<file path="config.mk">
export PLATFORM = sky130hd
export DESIGN_NAME = wb_commit_stage_flat
export DESIGN_NICKNAME = d
export VERILOG_FILES = /design/src/rtl/wb_commit_stage_if.sv /design/src/rtl/wb_commit_stage.sv /design/src/flat_wrapper.sv
export SDC_FILE = /design/constraint.sdc
export NUM_CORES = 1
export LEC_CHECK = 0
export ABC_AREA = 1
export BUFFER_PORTS_ARGS = -buffer_cell sky130_fd_sc_hd__buf_2
export CORE_MARGIN = 5
export CORE_UTILIZATION = 38
export CTS_CLUSTER_SIZE = 24
export DETAILED_ROUTE_END_ITERATION = 6
export GPL_TIMING_DRIVEN = 0
export PLACE_DENSITY_LB_ADDON = 0.08
export SLEW_MARGIN = 20
export SYNTH_ARGS = -nofsm -noshare
export SYNTH_HDL_FRONTEND = slang
export SYNTH_SLANG_ARGS = --single-unit
</file>
<file path="constraint.sdc">
create_clock -name clk -period 1.9 [get_ports clk]
set_input_delay 0.38 -clock clk [delete_from_list [all_inputs] [get_ports clk]]
set_output_delay 0.38 -clock clk [all_outputs]
set_load 0.02 [all_outputs]
</file>
<file path="src/rtl/wb_commit_stage_if.sv">
// wb_commit_stage_if: memory-stage handshake, data-memory response and register-file write bundle.
// Perf counter signals exist only when WB_PERF_CNT_EN is defined.
interface wb_commit_stage_if;
    logic        in_valid;
    logic        in_ready;
    logic        in_regWrite;
    logic [2:0]  in_writeReg;
    logic [15:0] in_aluResult;
    logic        in_memToReg;
    logic        in_link;
    logic [15:0] in_pcPlus2;
    logic        in_halt;
    logic        mem_done;
    logic [15:0] mem_rdData;
    logic        mem_err;
    logic        writeEn;
    logic [2:0]  writeRegister;
    logic [15:0] writeData;
    logic        fwd_pending;
    logic [2:0]  fwd_reg;
    logic        dump;
    logic        err;
`ifdef WB_PERF_CNT_EN
    logic [15:0] retired_cnt;
    logic [15:0] load_wait_cnt;
`endif

    modport master (
        output in_valid, in_regWrite, in_writeReg, in_aluResult, in_memToReg,
        output in_link, in_pcPlus2, in_halt, mem_done, mem_rdData, mem_err,
`ifdef WB_PERF_CNT_EN
        input  retired_cnt, load_wait_cnt,
`endif
        input  in_ready, writeEn, writeRegister, writeData, fwd_pending, fwd_reg, dump, err
    );

    modport slave (
        input  in_valid, in_regWrite, in_writeReg, in_aluResult, in_memToReg,
        input  in_link, in_pcPlus2, in_halt, mem_done, mem_rdData, mem_err,
`ifdef WB_PERF_CNT_EN
        output retired_cnt, load_wait_cnt,
`endif
        output in_ready, writeEn, writeRegister, writeData, fwd_pending, fwd_reg, dump, err
    );
endinterface

</file>
<file path="src/rtl/wb_commit_stage.sv">
// wb_commit_stage: writeback stage committing one register write per retired instruction.
// Optional WB_PERF_CNT_EN adds retired/load-wait counters.
module wb_commit_stage #(
    parameter int unsigned MEM_TIMEOUT = 15
) (
    input logic               clk,
    input logic               rst,
    wb_commit_stage_if.slave  bus
);
    localparam logic [7:0] TMO = 8'(MEM_TIMEOUT);

    typedef enum logic [1:0] {IDLE, WAIT_MEM, COMMIT, HALTED} state_e;

    state_e      state_q, state_d;
    logic        rw_q, rw_d;
    logic [2:0]  reg_q, reg_d;
    logic [15:0] alu_q, alu_d;
    logic        mem_q, mem_d;
    logic        link_q, link_d;
    logic [15:0] pc_q, pc_d;
    logic        halt_q, halt_d;
    logic [15:0] rd_q, rd_d;
    logic [7:0]  wait_q, wait_d;
    logic        err_q, err_d;
    logic        accept;
    logic        commit;
    logic        waiting;

    assign commit  = state_q == COMMIT;
    assign waiting = state_q == WAIT_MEM;

    always_ff @(posedge clk) begin
        if (rst) begin
            state_q <= IDLE;
            rw_q    <= 1'b0;
            reg_q   <= 3'd0;
            alu_q   <= 16'd0;
            mem_q   <= 1'b0;
            link_q  <= 1'b0;
            pc_q    <= 16'd0;
            halt_q  <= 1'b0;
            rd_q    <= 16'd0;
            wait_q  <= 8'd0;
            err_q   <= 1'b0;
        end else begin
            state_q <= state_d;
            rw_q    <= rw_d;
            reg_q   <= reg_d;
            alu_q   <= alu_d;
            mem_q   <= mem_d;
            link_q  <= link_d;
            pc_q    <= pc_d;
            halt_q  <= halt_d;
            rd_q    <= rd_d;
            wait_q  <= wait_d;
            err_q   <= err_d;
        end
    end

    always_comb begin
        state_d = state_q;
        rw_d    = rw_q;
        reg_d   = reg_q;
        alu_d   = alu_q;
        mem_d   = mem_q;
        link_d  = link_q;
        pc_d    = pc_q;
        halt_d  = halt_q;
        rd_d    = rd_q;
        wait_d  = wait_q;
        err_d   = err_q;
        // a committing HALT refuses new work so nothing slips in behind it
        bus.in_ready = (state_q == IDLE) || (commit && !halt_q);
        accept = bus.in_valid && bus.in_ready;
        if (accept) begin
            rw_d    = bus.in_regWrite;
            reg_d   = bus.in_writeReg;
            alu_d   = bus.in_aluResult;
            mem_d   = bus.in_memToReg;
            link_d  = bus.in_link;
            pc_d    = bus.in_pcPlus2;
            halt_d  = bus.in_halt;
            wait_d  = 8'd0;
            state_d = bus.in_memToReg ? WAIT_MEM : COMMIT;
        end else if (commit) begin
            state_d = halt_q ? HALTED : IDLE;
        end
        if (waiting) begin
            wait_d = wait_q + 8'd1;
            if (bus.mem_done) begin
                rd_d    = bus.mem_rdData;
                err_d   = err_q || bus.mem_err;
                state_d = bus.mem_err ? HALTED : COMMIT;
            end else if (wait_d == TMO) begin
                err_d   = 1'b1;
                state_d = HALTED;
            end
        end
    end

    assign bus.writeEn       = commit && rw_q;
    assign bus.writeRegister = commit ? reg_q : 3'd0;
    assign bus.writeData     = !commit ? 16'd0 : link_q ? pc_q : mem_q ? rd_q : alu_q;
    assign bus.dump          = commit && halt_q;
    assign bus.err           = err_q;
    assign bus.fwd_pending   = waiting && rw_q;
    assign bus.fwd_reg       = (waiting || commit) ? reg_q : 3'd0;

`ifdef WB_PERF_CNT_EN
    logic [15:0] ret_q;
    logic [15:0] lw_q;

    always_ff @(posedge clk) begin
        if (rst) begin
            ret_q <= 16'd0;
            lw_q  <= 16'd0;
        end else begin
            ret_q <= commit ? ret_q + 16'd1 : ret_q;
            lw_q  <= waiting ? lw_q + 16'd1 : lw_q;
        end
    end

    assign bus.retired_cnt   = ret_q;
    assign bus.load_wait_cnt = lw_q;
`endif
endmodule

</file>
<file path="src/flat_wrapper.sv">
// flat-port wrapper written by rule: the top's interface ports become plain ports
module wb_commit_stage_flat 
#(
    parameter int unsigned MEM_TIMEOUT = 15
)
  (clk, rst, bus_in_valid, bus_in_regWrite, bus_in_writeReg, bus_in_aluResult, bus_in_memToReg, bus_in_link, bus_in_pcPlus2, bus_in_halt, bus_mem_done, bus_mem_rdData, bus_mem_err, bus_in_ready, bus_writeEn, bus_writeRegister, bus_writeData, bus_fwd_pending, bus_fwd_reg, bus_dump, bus_err);
  wb_commit_stage_if bus_i ();
  input logic clk;
  input logic rst;
  input wire logic [$bits(bus_i.in_valid)-1:0] bus_in_valid;
  input wire logic [$bits(bus_i.in_regWrite)-1:0] bus_in_regWrite;
  input wire logic [$bits(bus_i.in_writeReg)-1:0] bus_in_writeReg;
  input wire logic [$bits(bus_i.in_aluResult)-1:0] bus_in_aluResult;
  input wire logic [$bits(bus_i.in_memToReg)-1:0] bus_in_memToReg;
  input wire logic [$bits(bus_i.in_link)-1:0] bus_in_link;
  input wire logic [$bits(bus_i.in_pcPlus2)-1:0] bus_in_pcPlus2;
  input wire logic [$bits(bus_i.in_halt)-1:0] bus_in_halt;
  input wire logic [$bits(bus_i.mem_done)-1:0] bus_mem_done;
  input wire logic [$bits(bus_i.mem_rdData)-1:0] bus_mem_rdData;
  input wire logic [$bits(bus_i.mem_err)-1:0] bus_mem_err;
  output wire logic [$bits(bus_i.in_ready)-1:0] bus_in_ready;
  output wire logic [$bits(bus_i.writeEn)-1:0] bus_writeEn;
  output wire logic [$bits(bus_i.writeRegister)-1:0] bus_writeRegister;
  output wire logic [$bits(bus_i.writeData)-1:0] bus_writeData;
  output wire logic [$bits(bus_i.fwd_pending)-1:0] bus_fwd_pending;
  output wire logic [$bits(bus_i.fwd_reg)-1:0] bus_fwd_reg;
  output wire logic [$bits(bus_i.dump)-1:0] bus_dump;
  output wire logic [$bits(bus_i.err)-1:0] bus_err;
  assign bus_i.in_valid = bus_in_valid;
  assign bus_i.in_regWrite = bus_in_regWrite;
  assign bus_i.in_writeReg = bus_in_writeReg;
  assign bus_i.in_aluResult = bus_in_aluResult;
  assign bus_i.in_memToReg = bus_in_memToReg;
  assign bus_i.in_link = bus_in_link;
  assign bus_i.in_pcPlus2 = bus_in_pcPlus2;
  assign bus_i.in_halt = bus_in_halt;
  assign bus_i.mem_done = bus_mem_done;
  assign bus_i.mem_rdData = bus_mem_rdData;
  assign bus_i.mem_err = bus_mem_err;
  assign bus_in_ready = bus_i.in_ready;
  assign bus_writeEn = bus_i.writeEn;
  assign bus_writeRegister = bus_i.writeRegister;
  assign bus_writeData = bus_i.writeData;
  assign bus_fwd_pending = bus_i.fwd_pending;
  assign bus_fwd_reg = bus_i.fwd_reg;
  assign bus_dump = bus_i.dump;
  assign bus_err = bus_i.err;
  wb_commit_stage #(.MEM_TIMEOUT(MEM_TIMEOUT)) u_core (.clk(clk), .rst(rst), .bus(bus_i));
endmodule
</file>
-- Word-level counts from Yosys, hierarchy flattened
Index checks and enable logic that the tools add are counted.
W data, S select, Z words.
- register bits: 66
- bits in latches: 0
- memory bits (writable): 0
- ROM bits: 0
- bits of input ports: 60
- output and inout bits: 27
- word-level logic and storage cells: 46
- memories kept: 0
- $add $sub $neg: 1
- multipliers: 0
- div/mod/pow operators: 0
- magnitude comparators: 0
- equality and inequality tests: 3
- shift operators: 0
- mux-type cells: 17
- bitwise operators: 0
- reduce and logical (&&, ||, !) cells: 14
- operators with widths (kind ; count):
    $mux W16 ; 3
    $mux W8 ; 2
    $mux W2 ; 7
    $add A8 B1 Y8 const B ; 1
    $eq A8 B4 Y1 const B ; 1
    $mux W3 ; 2
    $logic_and A1 B1 Y1 ; 5
    $reduce_and A2 Y1 ; 2
    $reduce_bool A2 Y1 ; 2
    $logic_or A1 B1 Y1 ; 3
    $mux W1 ; 3
    $eq A2 B1 Y1 const B ; 1
    $eq A2 B2 Y1 const B ; 1
    $logic_not A2 Y1 ; 1
    $logic_not A1 Y1 ; 1

-- Depth between registers and ports, before layout
Gate-level depths: netlist of the first run.
- word-level depth: 8
- depth in mapped cells: 11
- depth with buffers taken out: 11

-- Worst setup path after synthesis of the first run
No wires, ideal clock.
- path kind: flip-flop to output port
- start point: register u_core.state_q[0]
- end point: output bus_writeData[10]
- arrival time: 1.316 ns
- data required time: 1.520 ns
- setup slack: 0.204 ns
- cell stages (with the launch flop): 8
- buffers on the path: 1
- cells stage by stage: dfxtp_1 inv_1 ha_1 inv_2 buf_1 a21oi_1 o21ai_0 inv_1
- longest elaborated chain between the ends: 2
- RTL lines (element ; RTL line ; source):
    start: declaration ; wb_commit_stage.sv:14 ; state_e state_q, state_d;
    start signal: assignment ; wb_commit_stage.sv:46 ; state_q <= state_d;
    $eq A2 B2 Y1 ; wb_commit_stage.sv:29 ; assign commit = state_q == COMMIT;
    $mux W16 ; wb_commit_stage.sv:103 ; assign bus.writeData = !commit ? 16'd0 : link_q ? pc_q : mem_q ? rd_q : alu_q;
    end: declaration ; flat_wrapper.sv:24 ; output wire logic [$bits(bus_i.writeData)-1:0] bus_writeData;
Every way passes these cells.

-- Final worst setup path of the first run
- start point: register u_core.state_q[0]
- end point: output bus_writeData[14]
The elaborated chain is that of the path after synthesis.

==> reports/metrics.yaml, run 1 <==
cells_and_area:
  antenna_cells: 0
  final_core_util_pct: 49.2
  syn2layout_area_growth_pct: 28.8
  fillers: 894
  final_cell_mix: "76 x inv_1, 76 x buf_2, 63 x dfxtp_1"
  drive_gt1_share_pct: 24.4
  nets: 613
  final_area_um2: 3980
power_and_ir_drop:
  p_total_mw: 3.83
  power_density_nw_per_um2: 961
  ir_drop_uv: 377
  p_leak_nw: 1.94
die:
  fp.dieH_um: 100
  core_area_um2: 8090
  start_util_pct: 38.2
  die_area_um2: 10000
  die_w_um: 100
  fp-row-count: 33
  io_pins: 87
drt:
  via_per_inst: 4.58
  drc_errors: 0
  wl_per_cell_um: 12.6
  num_vias: 3013
  wl_um: 8290
  antenna_left: 0
  drt-initial-drc-count: 64
  drtPass1Iterations: 4
timing:
  relSlewSlack_pct: 66.2
  fmax_mhz: 535
  hold_viol_final: 0
  period_share_pct: 98.3
  setup_tns_ns: 0
  worstMarginPinSlew_ns: 0.507
  finalSetupViolCount: 0
  skew_ns: 0.0120
  slew_violations: 0
  setup_ws_ns: 0.0319
  rsz0062_at_grt: "yes"
  final.min_clock_period_ns: 1.87
placed_design:
  placed_area_um2: 3650
  gp_congestion: 0.806
  pre_cts_slack_ns: -0.175
  port_buffers: 85
  hpwl_um: 6370
critical_path:
  critPathLaunchType: "register"
  arrival_ns: 1.49
  critPathRequiredTime_ns: 1.52
  path_max_fanout: 10
  endpoint_kind: "primary output"
  r2r_setup_slack_ns: 0.23
  critical_path_class: "register to primary output"
global_route:
  grt_pass1_wl_um: 14000
  grt_pass1_vias: 3031
  grt_max_degree: 11
  grt_overflow_total: 0
  grt_use_total_pct: 17.3
  antenna_found_initial: 0
logic_synthesis:
  ys_seq_area_share_pct: 42.7
  synth.distinct_cells: 23
  synth_warnings: 0
  ys_seq_elements: 66
  syn_inst: 449
  avgSynthCellArea_um2: 6.89
  synth_area_um2: 3090
  synth_fp_nets: 514
clocking:
  cts-root-buf: "clkbuf_8"
  h-tree-depth: 3
  cts_tree: "built"
  cts_sinks: 66
  cts_buffers: 9
  cts_hold_buf: 0
  clock_tree.buffer_depth: 2
  insertion_delay_ns: 0.33
  clk_pin_slew_ns: 0.07
outcome:
  outcome: "finished clean"
flow_run:
  drv_cap: 0
min_path:
  hp-class: "primary input to register"
## worst paths after layout
kind / to / cells after the start / from
max: bus_writeData[14] / 8 / u_core.state_q[0]
min: u_core.rw_q / 3 / bus_in_regWrite
max reg2reg: u_core.rd_q[2] / 8 / u_core.state_q[1]
min reg2reg: u_core.alu_q[12] / 2 / u_core.alu_q[12]
## report_power, final
group	internal (mW)	switching, mW	total, mW	leakage [nW]
Sequential	1.55	0.0701	1.62	0.544
Clock	0.678	0.508	1.19	0.101
Combinational	0.402	0.617	1.02	1.30
## metrics by stage
stage                     instances  hold slack [ns]
after global routing            658            0.289
after CTS                       658            0.280
final                           658            0.293
after detailed placement        639            0.440
after floorplan                 449            0.424
after global placement          639            0.434
## synth_stat cells, drive strengths merged
| cell type | number | share of area (%) |
|---|---|---|
| o21ai | 91 | 15 |
| a21oi | 61 | 9.9 |
| dfxtp | 66 | 43 |
| nand3 | 7 | 1.1 |
| clkinv | 1 | 0.16 |
| nor3 | 1 | 0.16 |
| ha | 5 | 2.0 |
| nand2 | 57 | 7.0 |
| xnor2 | 1 | 0.28 |
| or2 | 1 | 0.20 |
| o21bai | 3 | 1.1 |
| nor2 | 50 | 6.3 |
| buf | 10 | 2.8 |
| clkbuf | 15 | 1.9 |
| inv | 80 | 9.7 |
## timing repair
item	CTS	global route
gates resized for setup	29	25
setup buffers	3	0
endpoints found under the setup margin	17	28
pin swaps	1	0
## critical path: stages, from the launching register on
cell     delay [ns]
dfxtp_2        0.33
inv_2          0.07
ha_4           0.16
inv_8          0.06
buf_8          0.13
a21oi_1        0.12
o21ai_1        0.09
inv_1          0.08
buf_6          0.11
## layer usage
| metal | up-vias | global-route usage (%) | routed length, µm |
|---|---|---|---|
| met5 | - | 0 | 0 |
| met4 | 0 | 3.42 | 56 |
| met3 | 5 | 5.21 | 445 |
| met2 | 64 | 30.2 | 4020 |
| met1 | 1320 | 21.2 | 3770 |
| li1 | 1624 | - | - |
## state kept, by name, summed over array words and instances (netlist names)
| register | count |
|---|---|
| u_core.state_q | 2 |
| u_core.wait_q | 8 |
| u_core.mem_q | 1 |
| u_core.alu_q | 16 |
| u_core.pc_q | 16 |
| u_core.bus.err | 1 |
| u_core.halt_q | 1 |
| u_core.link_q | 1 |
| u_core.rd_q | 16 |
| u_core.reg_q | 3 |
| u_core.rw_q | 1 |
## cell type report
cell class | count | area, µm² | share of cell area, %
Tap cell | 105 | 131 | 3.30
Clock inverter | 2 | 35.0 | 0.879
Multi-Input combinational cell | 277 | 1360 | 34.0
Sequential cell | 66 | 1330 | 33.3
Buffer | 25 | 174 | 4.37
Inverter | 81 | 313 | 7.85
Clock buffer | 14 | 163 | 4.08
Timing Repair Buffer | 88 | 487 | 12.2
## cell families after synthesis
kind of cell	synth area share [%]
AO/OA/AOI/OAI	25.7
XOR/XNOR	0.283
adder cells (fa/ha/maj)	2.02
buffers and inverters	14.5
flip-flops	42.7
AND/OR/NAND/NOR	14.8
Power figures use the tool's default switching activity.
==> inputs of run 2 (changes only) <==
- clock period: 1.9 -> 2.4 ns (I/O delays scaled with it)
==> run 2 against run 1 <==
Against the previous run: cell area shrank 3.4%; clock skew shrank 0.0025 ns; first-iteration DRC count grew 9.4%; sequential share of layout area grew 1.1 points; combinational power shrank 28%; clock power shrank 21%; register-to-register slack gained 0.31 ns; non-clock buffer count shrank 4; hold slack gained 0.10 ns; critical path depth shrank 3; die area is the same; clock-buffer cell count is the same; critical endpoint is now bus_writeData[7]; largest power group unchanged.
==> reports/metrics.yaml, run 2 (synthesized netlist as in run 1, its figures left out) <==
critical_path:
  arrival_ns: 1.70  # was 1.49 ns
  critPathLaunchType: "register"  # unchanged
  crit_top_cell: "o21ai_0"
  critPathRequiredTime_ns: 1.92  # was 1.52 ns
  cp_slowest_stage_delay_ns: 0.40  # was 0.33 ns
  crit_path_top_delay_cell: "dfxtp_1"  # was dfxtp_2
  endpoint_kind: "primary output"  # unchanged
  path_max_fanout: 10  # unchanged
  cp_num_buf_inv: 3  # was 5
  critical_path_class: "register to primary output"  # unchanged
  critPathTopFamily: "buffers and inverters"  # unchanged
  crit_path_cell_trace: "clkbuf_1 -> o21ai_0 -> o21ai_0 -> inv_1 -> buf_2"  # was inv_2 -> ha_4 -> inv_8 -> buf_8 -> a21oi_1 -> o21ai_1 -> inv_1 -> buf_6
clocking:
  insertion_delay_ns: 0.33  # about the same
  postCtsSetupBuffers: 0  # was 3
  clock_tree.buffer_depth: 2  # unchanged
  cts_tree: "built"  # unchanged
  h-tree-depth: 3  # unchanged
  cts_hold_buf: 0  # unchanged
  cts_buffers: 9  # unchanged
  clk_pin_slew_ns: 0.07  # about the same
  postCtsResizedCells: 0  # was 29
  cts_sinks: 66  # unchanged
  cts-root-buf: "clkbuf_8"  # unchanged
die:
  io_pins: 87  # unchanged
  core_area_um2: 8090  # unchanged
  fp-row-count: 33  # unchanged
  fp.dieH_um: 100  # unchanged
  start_util_pct: 38.2  # unchanged
  die_area_um2: 10000  # unchanged
  die_w_um: 100  # unchanged
placed_design:
  port_buffers: 85  # unchanged
  pre_cts_slack_ns: 0.225  # was -0.175 ns
  gp_congestion: 0.806  # unchanged
  hpwl_um: 6370  # unchanged
timing:
  setup_tns_ns: 0  # unchanged
  worstMarginPinSlew_ns: 0.502  # was 0.507 ns
  setup_ws_ns: 0.216  # was 0.0319 ns
  relSlewSlack_pct: 66.5  # was 66.2%
  skew_ns: 0.00944  # was 0.0120 ns
  fmax_mhz: 458
  slew_violations: 0  # unchanged
  hold_viol_final: 0  # unchanged
  period_share_pct: 91.0
  rsz0062_at_grt: "no"  # was yes
  finalSetupViolCount: 0  # unchanged
  final.min_clock_period_ns: 2.18
cells_and_area:
  mostFrequentLayoutCell: "buf_2"
  drive_gt1_share_pct: 20.9  # was 24.4%
  largestRegisters: "u_core.alu_q (16), u_core.pc_q (16), u_core.rd_q (16)"  # unchanged
  syn2layout_area_growth_pct: 24.3  # was 28.8%
  antenna_cells: 0  # unchanged
  final_cell_mix: "88 x buf_2, 78 x inv_1, 69 x o21ai_0"  # was 76 x inv_1, 76 x buf_2, 63 x dfxtp_1
  nets: 609  # was 613
power_and_ir_drop:
  ir_drop_uv: 289  # was 377 µV
  p_leak_nw: 1.89  # was 1.94 nW
  power_density_nw_per_um2: 768  # was 961 nW/µm²
global_route:
  grt_pass1_vias: 2996  # was 3031
  grt_pass1_wl_um: 13800  # was 14000 µm
  grt_overflow_total: 0  # unchanged
  antenna_found_initial: 0  # unchanged
  grt_max_degree: 20  # was 11
  grt_use_total_pct: 17.2  # was 17.3%
drt:
  wl_um: 8230  # was 8290 µm
  drtPass1Iterations: 4  # unchanged
  num_vias: 2981  # was 3013
  via_per_inst: 4.56  # was 4.58
  wl_per_cell_um: 12.6  # about the same
  drc_errors: 0  # unchanged
  drt-initial-drc-count: 70  # was 64
  antenna_left: 0  # unchanged
outcome:
  outcome: "finished clean"  # unchanged
flow_run:
  drv_cap: 0  # unchanged
min_path:
  hp-class: "primary input to register"  # unchanged
[run 2: cell count changes in the layout (fill, tap and decap cells not counted), moves of 3 or more]
cell	change
dfxtp_1	+3
buf_6	-3
clkbuf_2	-4
buf_4	-11
buf_2	+12
clkbuf_1	+7
clkbuf_4	-4
o21ai_1	-10
o21ai_0	+10
dfxtp_2	-3
[run 2: tightest hold or removal path: stages]
cell and delay [ns]:
buf_2 0.07, o21ai_0 0.07, nor2_1 0.08
[run 2: final timing paths]
check                           cells after the start              start          endpoint  slack (ns)
worst max register to register                      8  u_core.state_q[0]      u_core.mem_q        0.54
worst min register to register                      2    u_core.alu_q[2]   u_core.alu_q[2]        0.45
worst min-delay path                                3    bus_in_regWrite       u_core.rw_q        0.40
worst max-delay path                                5       u_core.mem_q  bus_writeData[7]        0.22
[run 2: routing by layer]
layer / global-route usage [%] / share of wire (%) / vias to the layer above
met1: 20.9 / 45 / 1290
met2: 29.9 / 48 / 69
met4: 3.42 / 0.67 / 0
met5: 0 / 0 / -
met3: 5.21 / 5.5 / 5
li1: - / - / 1617
[run 2: final cells by class]
type / instances / area (µm²)
plain buffers: 24 / 140
clock buffers: 14 / 163
clock inverters: 2 / 35.0
fillers: 903 / 4250
inverters: 81 / 308
multi-input cells: 277 / 1320
flip-flops and latches: 66 / 1320
well taps: 105 / 131
repair buffers: 85 / 425
[run 2: power by group]
part	internal [mW]	switching, mW
Combinational	0.264	0.469
Sequential	1.23	0.0535
Clock	0.537	0.405
Total	2.03	0.927
[run 2: through the flow]
| stage | utilization (%) | cells | total power, mW | cell area (µm²) | hold slack (ns) |
|---|---|---|---|---|---|
| 2_1_floorplan | - | 449 | 1.81 | 3090 | 0.424 |
| 3_3_place_gp | 45.1 | 639 | 2.04 | 3650 | 0.434 |
| 3_5_place_dp | 45.1 | 639 | 2.05 | 3650 | 0.440 |
| 4_1_cts | 47.5 | 654 | 2.99 | 3840 | 0.380 |
| 5_1_grt | 47.5 | 654 | 3.14 | 3850 | 0.389 |
| 6_report | 47.5 | 654 | 2.95 | 3850 | 0.395 |
